### src/rtl/fp_convert_pipe.sv
// -----------------------------------------------------------------------------
// fp_convert_pipe
//   Three-stage pipelined converter from a two's-complement sample to a
//   sign / exponent / mantissa triple, value = (-1)^S * F * 2^E. F carries no
//   hidden bit: when E > 0 its MSB holds the leading one of the magnitude.
//   Rounding mode is selectable per sample. Results that do not fit saturate
//   and raise out_ovf. out_inx flags any nonzero discarded bit. A saturating
//   counter tallies delivered overflow results.
//
// Ports
//   clk, rst_n           rising-edge clock, synchronous active-low reset
//   in_valid/in_ready    input handshake; in_data, rnd_mode sampled on transfer
//   rnd_mode             00 half-up, 01 truncate, 10 half-even, 11 truncate
//   out_valid/out_ready  output handshake
//   out_s/out_e/out_f    sign, exponent, mantissa
//   out_ovf, out_inx     saturated, inexact
//   cnt_clr              synchronous clear of ovf_cnt (wins over increment)
//   ovf_cnt              delivered results with out_ovf=1, saturates at all-ones
// -----------------------------------------------------------------------------
module fp_convert_pipe #(
  parameter int IN_W  = 13,
  parameter int EXP_W = 3,
  parameter int MAN_W = 5,
  parameter int CNT_W = 16
) (
  input  logic             clk,
  input  logic             rst_n,
  input  logic             in_valid,
  output logic             in_ready,
  input  logic [IN_W-1:0]  in_data,
  input  logic [1:0]       rnd_mode,
  output logic             out_valid,
  input  logic             out_ready,
  output logic             out_s,
  output logic [EXP_W-1:0] out_e,
  output logic [MAN_W-1:0] out_f,
  output logic             out_ovf,
  output logic             out_inx,
  input  logic             cnt_clr,
  output logic [CNT_W-1:0] ovf_cnt
);

  // The internal exponent is wide enough to hold both the largest shift plus
  // a rounding carry and one bit above the output exponent, so overflow is
  // seen before the value is truncated to EXP_W bits.
  localparam int KW_A = EXP_W + 1;
  localparam int KW_B = $clog2(IN_W) + 1;
  localparam int KW   = (KW_A > KW_B) ? KW_A : KW_B;
  localparam int E_MAX = (1 << EXP_W) - 1;

  localparam logic [IN_W-1:0]  IN_ONE  = IN_W'(1);
  localparam logic [MAN_W-1:0] F_CARRY = {1'b1, {(MAN_W-1){1'b0}}};

  typedef enum logic [1:0] {
    RND_HALF_UP   = 2'b00,
    RND_TRUNC     = 2'b01,
    RND_HALF_EVEN = 2'b10,
    RND_TRUNC_ALT = 2'b11
  } rnd_e;

  // One enable moves every stage together; a stalled output freezes the pipe.
  logic en;
  assign en       = ~out_valid | out_ready;
  assign in_ready = en;

  // ---------------------------------------------------------------- stage 1
  logic            s1_valid;
  logic            s1_s;
  logic [IN_W-1:0] s1_mag;
  rnd_e            s1_rnd;
  logic [IN_W-1:0] mag_in;

  // Read as unsigned, the negation of the most-negative input is exactly
  // 2^(IN_W-1), so no extra bit is needed.
  assign mag_in = in_data[IN_W-1] ? (~in_data + IN_ONE) : in_data;

  // NOTE: all state below uses non-blocking assignments so every stage samples
  // the previous stage's value from before the clock edge.
  always_ff @(posedge clk) begin
    if (!rst_n) begin
      s1_valid <= 1'b0;
      s1_s     <= 1'b0;
      s1_mag   <= '0;
      s1_rnd   <= RND_HALF_UP;
    end else if (en) begin
      s1_valid <= in_valid;
      s1_s     <= in_data[IN_W-1];
      s1_mag   <= mag_in;
      s1_rnd   <= rnd_e'(rnd_mode);
    end
  end

  // ---------------------------------------------------------------- stage 2
  logic             s2_valid;
  logic             s2_s;
  logic [KW-1:0]    s2_k;
  logic [MAN_W-1:0] s2_f0;
  logic             s2_g;
  logic             s2_t;
  rnd_e             s2_rnd;

  int               lead_p;
  int               k_int;
  logic [IN_W-1:0]  shifted;
  logic [KW-1:0]    k_n;
  logic [MAN_W-1:0] f0_n;
  logic             g_n;
  logic             t_n;

  // NOTE: every variable gets a default at the top of the block so no path
  // leaves one unassigned, which would otherwise infer a latch.
  always_comb begin
    lead_p = MAN_W - 1;             // zero magnitude behaves like a small value
    for (int i = 0; i < IN_W; i++) begin
      if (s1_mag[i]) lead_p = i;
    end
    k_int   = (lead_p > MAN_W - 1) ? lead_p - (MAN_W - 1) : 0;
    shifted = s1_mag >> k_int;
    f0_n    = shifted[MAN_W-1:0];
    k_n     = KW'(k_int);
    // Guard bit is the first bit below the window, sticky is everything lower.
    g_n = 1'b0;
    t_n = 1'b0;
    for (int i = 0; i < IN_W; i++) begin
      if (i == k_int - 1) g_n = s1_mag[i];
      if (i <  k_int - 1) t_n = t_n | s1_mag[i];
    end
  end

  always_ff @(posedge clk) begin
    if (!rst_n) begin
      s2_valid <= 1'b0;
      s2_s     <= 1'b0;
      s2_k     <= '0;
      s2_f0    <= '0;
      s2_g     <= 1'b0;
      s2_t     <= 1'b0;
      s2_rnd   <= RND_HALF_UP;
    end else if (en) begin
      s2_valid <= s1_valid;
      s2_s     <= s1_s;
      s2_k     <= k_n;
      s2_f0    <= f0_n;
      s2_g     <= g_n;
      s2_t     <= t_n;
      s2_rnd   <= s1_rnd;
    end
  end

  // ---------------------------------------------------------------- stage 3
  logic             inc;
  logic [KW-1:0]    k_r;
  logic [MAN_W-1:0] f_r;
  logic             ovf_n;
  logic [EXP_W-1:0] e_n;
  logic [MAN_W-1:0] f_n;

  always_comb begin
    unique case (s2_rnd)
      RND_HALF_UP:   inc = s2_g;
      RND_HALF_EVEN: inc = s2_g & (s2_t | s2_f0[0]);
      default:       inc = 1'b0;
    endcase
    // A carry out of an all-ones mantissa renormalises to 100..0 one
    // exponent higher.
    if (inc && (&s2_f0)) begin
      f_r = F_CARRY;
      k_r = s2_k + KW'(1);
    end else begin
      f_r = s2_f0 + MAN_W'(inc);
      k_r = s2_k;
    end
    ovf_n = (k_r > KW'(E_MAX));
    e_n   = ovf_n ? '1 : k_r[EXP_W-1:0];
    f_n   = ovf_n ? '1 : f_r;
  end

  always_ff @(posedge clk) begin
    if (!rst_n) begin
      out_valid <= 1'b0;
      out_s     <= 1'b0;
      out_e     <= '0;
      out_f     <= '0;
      out_ovf   <= 1'b0;
      out_inx   <= 1'b0;
    end else if (en) begin
      out_valid <= s2_valid;
      out_s     <= s2_s;
      out_e     <= e_n;
      out_f     <= f_n;
      out_ovf   <= ovf_n;
      out_inx   <= s2_g | s2_t | ovf_n;
    end
  end

  // ------------------------------------------------------- overflow counter
  always_ff @(posedge clk) begin
    if (!rst_n) begin
      ovf_cnt <= '0;
    end else if (cnt_clr) begin
      ovf_cnt <= '0;
    end else if (out_valid && out_ready && out_ovf && !(&ovf_cnt)) begin
      ovf_cnt <= ovf_cnt + CNT_W'(1);
    end
  end

endmodule

### config.mk
export PLATFORM = sky130hd
export DESIGN_NAME = fp_convert_pipe
export DESIGN_NICKNAME = d
export VERILOG_FILES = /design/src/rtl/fp_convert_pipe.sv
export SDC_FILE = /design/constraint.sdc
export NUM_CORES = 1
export LEC_CHECK = 0
export ABC_AREA = 1
export CORE_MARGIN = 3
export CORE_UTILIZATION = 45
export CTS_BUF_LIST = sky130_fd_sc_hd__clkbuf_4 sky130_fd_sc_hd__clkbuf_8 sky130_fd_sc_hd__clkbuf_16
export DETAILED_ROUTE_END_ITERATION = 12
export GPL_TIMING_DRIVEN = 0
export PLACE_DENSITY_LB_ADDON = 0.1
export SYNTH_ARGS = -nofsm -noshare
export SYNTH_HDL_FRONTEND = slang
export SYNTH_SLANG_ARGS = --single-unit
### constraint.sdc
create_clock -name clk -period 3.4 [get_ports clk]
set_input_delay 0.68 -clock clk [delete_from_list [all_inputs] [get_ports clk]]
set_output_delay 0.68 -clock clk [all_outputs]
set_load 0.01 [all_outputs]
==> out/qor.yml, run 1 <==
die:
  die_y_um: 99.6
  die_x_um: 99.6
  dieArea_um2: 9930
  start_util_pct: 47.1
  row_count: 33
  num_io_pins: 49
  core_area_um2: 8380
clock_network:
  cts_buffers: 9
  cts_tree: "done"
  htree_num_levels: 3
  clock-sinks: 61
  path_clk_slew_ps: 90
  clockBufferDepth: 2
  cts_root_buf: "clkbuf_8"
  ctsHoldBuffers: 0
  insertion_delay_ps: 350
power_and_ir_drop:
  peakVddDrop_mv: 0.312
  power_frac_comb_pct: 29.1
  power.density_nw_per_um2: 426
  internal_power_mw: 1.46
  p_leak_nw: 2.17
  p_sw_mw: 0.768
  seqPwrFrac_pct: 36.9
  clockPowerShare_pct: 34.0
  swShare_pct: 34.5
synthesis:
  synthFlopType: "dfxtp_1"
  ys_seq_area_share_pct: 31.0
  async_flop_share_pct: 0
  ys_warn_count: 0
  ys_ff_latch: 61
  yosysMostFrequentCell: "nand2_1"
  yosys-top-cells-count: "nand2_1, inv_1, dfxtp_1"
  synth_top_area_share_pct: 31.0
  synth_area_um2: 3950
  yosys.area.top_type: "dfxtp_1"
  synth_edf_count: 0
  synth.area.top_cells: "dfxtp_1, nand2_1, inv_1, o21ai_0, a21oi_1"
  syn_avg_cell_area_um2: 6.74
  synth.distinct_cells: 52
  synthCells: 585
sta:
  finalHoldViolations: 0
  hold_ws_ps: 459
  post-route-period-util_pct: 103
  fin_worst_skew_ps: 12.5
  drv_slew: 0
  setup_violations: 2
  min_period_ps: 3500
  setup_ws_ps: -95.7
  rsz0062_at_grt: "true"
  totalNegativeSetupSlack_ps: -150
  worst_pin_slew_ps: 595
  slew_headroom_pct: 60.4
  max_freq_mhz: 286
worst_hold_path:
  worstHoldPathCells: 2
  hold_class: "register to register"
drt:
  vias: 4191
  drc: 0
  routed_via_density: 5.33
  firstDrtPassIters: 5
  ant_nets: 0
  initialDrtViolationCount: 237
  wl_per_cell_um: 14.6
  wirelength_mm: 11.5
critical_path:
  crit_required_ps: 3640
  start_kind: "register"
  critical_path.slowest_cell: "dfxtp_4"
  cp.arrival_ps: 3730
  cp_common_cell: "nand2_1"
  crit_type: "register to register"
  worstSetupEndpointType: "register"
  slowest_delay_ps: 350
  reg2regPathDepth: 31
  crit_fanout: 11
finish:
  drive_gt1_share_pct: 16.2
  fillers: 801
  area_growth_pct: 32.7
  fin_util_pct: 62.4
  antennaDiodeCount: 0
  finalNetCount: 714
placed_design:
  place_congestion: 0.939
  port_buffers: 47
  dp_hpwl_mm: 8.32
global_routing:
  globalRoute.totalOverflow: 0
  antenna_found_initial: 0
  grt_max_degree: 14
  grt_usage_pct: 22.9
  grt_pass1_vias: 3862
  grt_pass1_wl_mm: 18.2
run_status:
  violations: "negative setup slack"
  status: "complete, but fails checks"
job:
  drv_cap: 0
layout make-up:
cell class / count / area [um2] / share of cell area, %
multi-input combinational: 421 / 2520 / 48.2
clock buffer: 9 / 124 / 2.37
tap: 105 / 131 / 2.51
clock inverter: 7 / 106 / 2.03
inverter: 93 / 355 / 6.79
sequential: 61 / 1230 / 23.6
timing repair buffer: 74 / 677 / 12.9
buffer: 16 / 80.1 / 1.53
worst max-delay path, delay by kind of cell, from the launching register on:
| kind | cells | cell delay, ps |
|---|---|---|
| AO/OA/AOI/OAI | 3 | 400 |
| AND/OR/NAND/NOR | 20 | 1760 |
| flip-flops | 1 | 350 |
| buffers and inverters | 6 | 510 |
| adder cells (fa/ha/maj) | 2 | 370 |
power by group through the flow:
stage,sequential (mW),clock [mW],combinational [mW]
after global routing,0.827,0.806,0.714
final,0.821,0.758,0.649
after floorplan,0.829,0,0.360
after CTS,0.820,0.773,0.595
after global placement,0.839,0,0.517
after detailed placement,0.839,0,0.519
logic make-up (layout without fill, tap and decap cells):
family	count (synthesis)	in the layout	synth area share [%]
other cells	1	7	0.0951
fa+ha+maj	18	18	5.71
buf+inv	109	199	10.6
compound gates	146	146	22.1
mux	1	1	0.254
simple gates	238	238	27.8
flops	61	61	31.0
xor+xnor	11	11	2.44
worst paths after layout:
kind | from | endpoint | slack [ps]
setup reg to reg | s1_mag[2] | s2_t | -100
hold / removal | s2_k[4] | s2_k[4] | 460
setup / recovery | s1_mag[2] | s2_t | -100
hold reg to reg | s2_k[4] | s2_k[4] | 460
flip-flops by register name (all words and copies together) (netlist names), 2 cells and up:
signal / flops
out_e: 3
out_f: 5
ovf_cnt: 16
s1_mag: 13
s1_rnd: 2
s2_f0: 5
s2_k: 5
s2_rnd: 2
placed cells by master (no fill, tap or decap), types with 7 or more instances in the layout:
| cell | instances |
|---|---|
| a21oi_1 | 45 |
| nand2_1 | 91 |
| buf_4 | 26 |
| ha_1 | 14 |
| clkdlybuf4s50_1 | 47 |
| o211ai_1 | 13 |
| clkbuf_1 | 12 |
| nor2_1 | 54 |
| inv_1 | 79 |
| conb_1 | 7 |
| nand4_1 | 12 |
| inv_2 | 11 |
| clkbuf_8 | 9 |
| o21ai_0 | 55 |
| nand2_2 | 7 |
| nand3_1 | 21 |
| nor3_1 | 16 |
| dfxtp_1 | 56 |
per-layer routing:
layer  track usage [%]  wire (um)  share of wire, %
met1              28.9       5060                44
met2              39.6       5660                49
met5                 0          0                 0
met4              7.14        134               1.2
met3              4.21        598               5.2
per-stage QoR:
stage	instances	total power [mW]	worst slack [ps]	area, um2
global placement	743	1.36	-594	4570
floorplan	591	1.19	112	3970
global route	786	2.35	-396	5230
finish	786	2.23	-95.7	5230
CTS	774	2.19	-170	5040
detailed placement	743	1.36	-619	4570
what timing repair did:
item,in CTS,in global routing
setup endpoints to repair,2,3
resized for setup,35,21
pin swaps,16,22
buffers inserted,15,12
Note: power is estimated with default switching activity, not from simulation.
==> run 2, diff against run 1 <==
Settings changed: CTS_BUF_LIST sky130_fd_sc_hd__clkbuf_4 sky130_fd_sc_hd__clkbuf_8 sky130_fd_sc_hd__clkbuf_16 to default.
==> results of run 2 <==
The final DEF is identical to that of run 1; final timing and power are the same.
==> run 3, diff against run 2 <==
Settings changed: CAP_MARGIN from default to 0, GPL_TIMING_DRIVEN 0 to default.
==> out/qor.yml, run 3 (synthesis gave the netlist of run 1 again) <==
critical_path:
  reg2reg_slack_ps: 120  # +210 ps
  cp.arrival_ps: 3510  # -220 ps
  slowest_delay_ps: 330  # -20 ps
  reg2regPathDepth: 35  # +13%
  crit_required_ps: 3630  # about the same
  critical_path.slowest_cell: "dfxtp_2"
  crit_fanout: 4  # -7
  start_kind: "register"
  worstSetupEndpointType: "register"
  endpoint: "s2_g"
  timing.rr.start: "s1_mag[2]"
  crit_type: "register to register"
  cp_common_cell: "nand2_1"
  r2r_end: "s2_g"
  setup.worst_path.start: "s1_mag[2]"
finish:
  regArea_um2: 1220  # -0.81%
  area_growth_pct: 32.1
  fin_util_pct: 62.2  # -0.25 points
  antennaDiodeCount: 0  # unchanged
  multiInputGateArea_um2: 2470  # -2.3%
  finalNetCount: 719  # +0.70%
  top_register: "ovf_cnt"
  final_common_cell: "nand2_1"
  mostFrequentLayoutCells: "nand2_1, inv_1, dfxtp_1"
  reg_top3: "ovf_cnt x16, s1_mag x13"
  drive_gt1_share_pct: 17.9  # +1.8 points
  fillers: 789  # -1.5%
  largest_reg_flops: 16  # unchanged
global_routing:
  grt_pass1_vias: 3858  # -0.10%
  antenna_found_initial: 0  # unchanged
  grt_max_degree: 54  # +40
  grt_usage_pct: 21.6  # -1.3 points
  grt_pass1_wl_mm: 17.5  # -3.8%
  globalRoute.totalOverflow: 0  # unchanged
placed_design:
  place_congestion: 0.920  # -2.1%
  dp_hpwl_mm: 7.95  # -4.4%
  port_buffers: 48  # +2.1%
die:
  core_area_um2: 8380  # unchanged
  die_y_um: 99.6  # unchanged
  start_util_pct: 47.1  # unchanged
  row_count: 33  # unchanged
  num_io_pins: 49  # unchanged
  die_x_um: 99.6  # unchanged
  dieArea_um2: 9930  # unchanged
sta:
  fin_worst_skew_ps: 17.5  # +5.00 ps
  totalNegativeSetupSlack_ps: 0  # +150 ps
  post-route-period-util_pct: 96.5  # -6.3 points
  max_freq_mhz: 305  # +6.5%
  min_period_ps: 3280  # -214 ps
  setup_violations: 0  # -2
  finalHoldViolations: 0  # unchanged
  worst_pin_slew_ps: 772  # +177 ps
  rsz0062_at_grt: "true"
  drv_slew: 0  # unchanged
  slew_headroom_pct: 48.4  # -12 points
power_and_ir_drop:
  p_leak_nw: 2.20  # +1.4%
  peakVddDrop_mv: 0.245  # -22%
  power.density_nw_per_um2: 405  # -4.8%
clock_network:
  path_clk_slew_ps: 90  # about the same
  insertion_delay_ps: 350  # about the same
  cts_buffers: 9  # unchanged
  cts_tree: "done"
  cts_root_buf: "clkbuf_8"
  clockBufferDepth: 2  # unchanged
  clock-sinks: 61  # unchanged
  htree_num_levels: 3  # unchanged
drt:
  drc: 0  # unchanged
  ant_nets: 0  # unchanged
  wl_per_cell_um: 13.7  # -6.1%
  routed_via_density: 5.35  # +0.25%
  firstDrtPassIters: 5  # unchanged
  initialDrtViolationCount: 241  # +1.7%
  vias: 4228  # +0.88%
  wirelength_mm: 10.8  # -5.5%
job:
  drv_cap: 0  # unchanged
run_status:
  status: "completed"
worst_hold_path:
  hold_class: "register to register"
## run 3: area by class of cell
| cell class | count | area share, % |
|---|---|---|
| timing repair buffer | 95 | 16.1 |
| clock buffer | 9 | 2.38 |
| tap | 105 | 2.52 |
| sequential | 61 | 23.5 |
| inverter | 93 | 6.75 |
| clock inverter | 7 | 1.42 |
| multi-input combinational | 421 | 47.3 |
## run 3: report_power, final
| part | switching (mW) | total [mW] | leakage [nW] | internal (mW) |
|---|---|---|---|---|
| clock | 0.313 | 0.654 | 0.0996 | 0.340 |
| combinational | 0.369 | 0.639 | 1.60 | 0.269 |
| sequential | 0.0505 | 0.820 | 0.502 | 0.769 |
## run 3: critical path, delay by kind of cell (launching register included)
| kind | cells | cell delay [ps] |
|---|---|---|
| fa+ha+maj | 1 | 250 |
| compound gates | 2 | 120 |
| flops | 1 | 330 |
| buf+inv | 4 | 390 |
| simple gates | 28 | 2050 |
## run 3: worst min path at each step
stage          slack, ps         to  depth (start not counted)      start
6_report             450    s2_k[4]                          2    s2_k[4]
5_1_grt              470    s2_k[4]                          2    s2_k[4]
4_1_cts              450    s2_k[4]                          2    s2_k[4]
3_5_place_dp         440    s2_k[4]                          2    s2_k[4]
3_3_place_gp         440    s2_k[4]                          2    s2_k[4]
2_1_floorplan        420  s2_rnd[0]                          2  s2_rnd[0]
## run 3: metal layers
metal	GRT usage [%]	vias to the layer above	part of all wire [%]
li1	-	2144	-
met3	4.42	19	6.1
met2	36.5	134	47
met1	28.2	1931	45
met4	5.78	0	1.6
met5	0	-	0
## run 3: what timing repair did
item | in CTS | in global routing
gates resized for setup | 6 | 33
setup buffers | 2 | 10
pin swaps | 3 | 11
setup endpoints to repair | 2 | 2
hold buffers | 0 | 0
## run 3: per-stage QoR
step	total power, mW	area [um2]	hold slack, ps	cells	setup WS (ps)
2_1_floorplan	1.19	3970	424	591	112
3_3_place_gp	1.41	4780	438	763	-38.5
3_5_place_dp	1.41	4780	441	763	-110
4_1_cts	2.07	5010	454	781	3.33
5_1_grt	2.23	5210	474	791	-162
6_report	2.11	5210	454	791	118
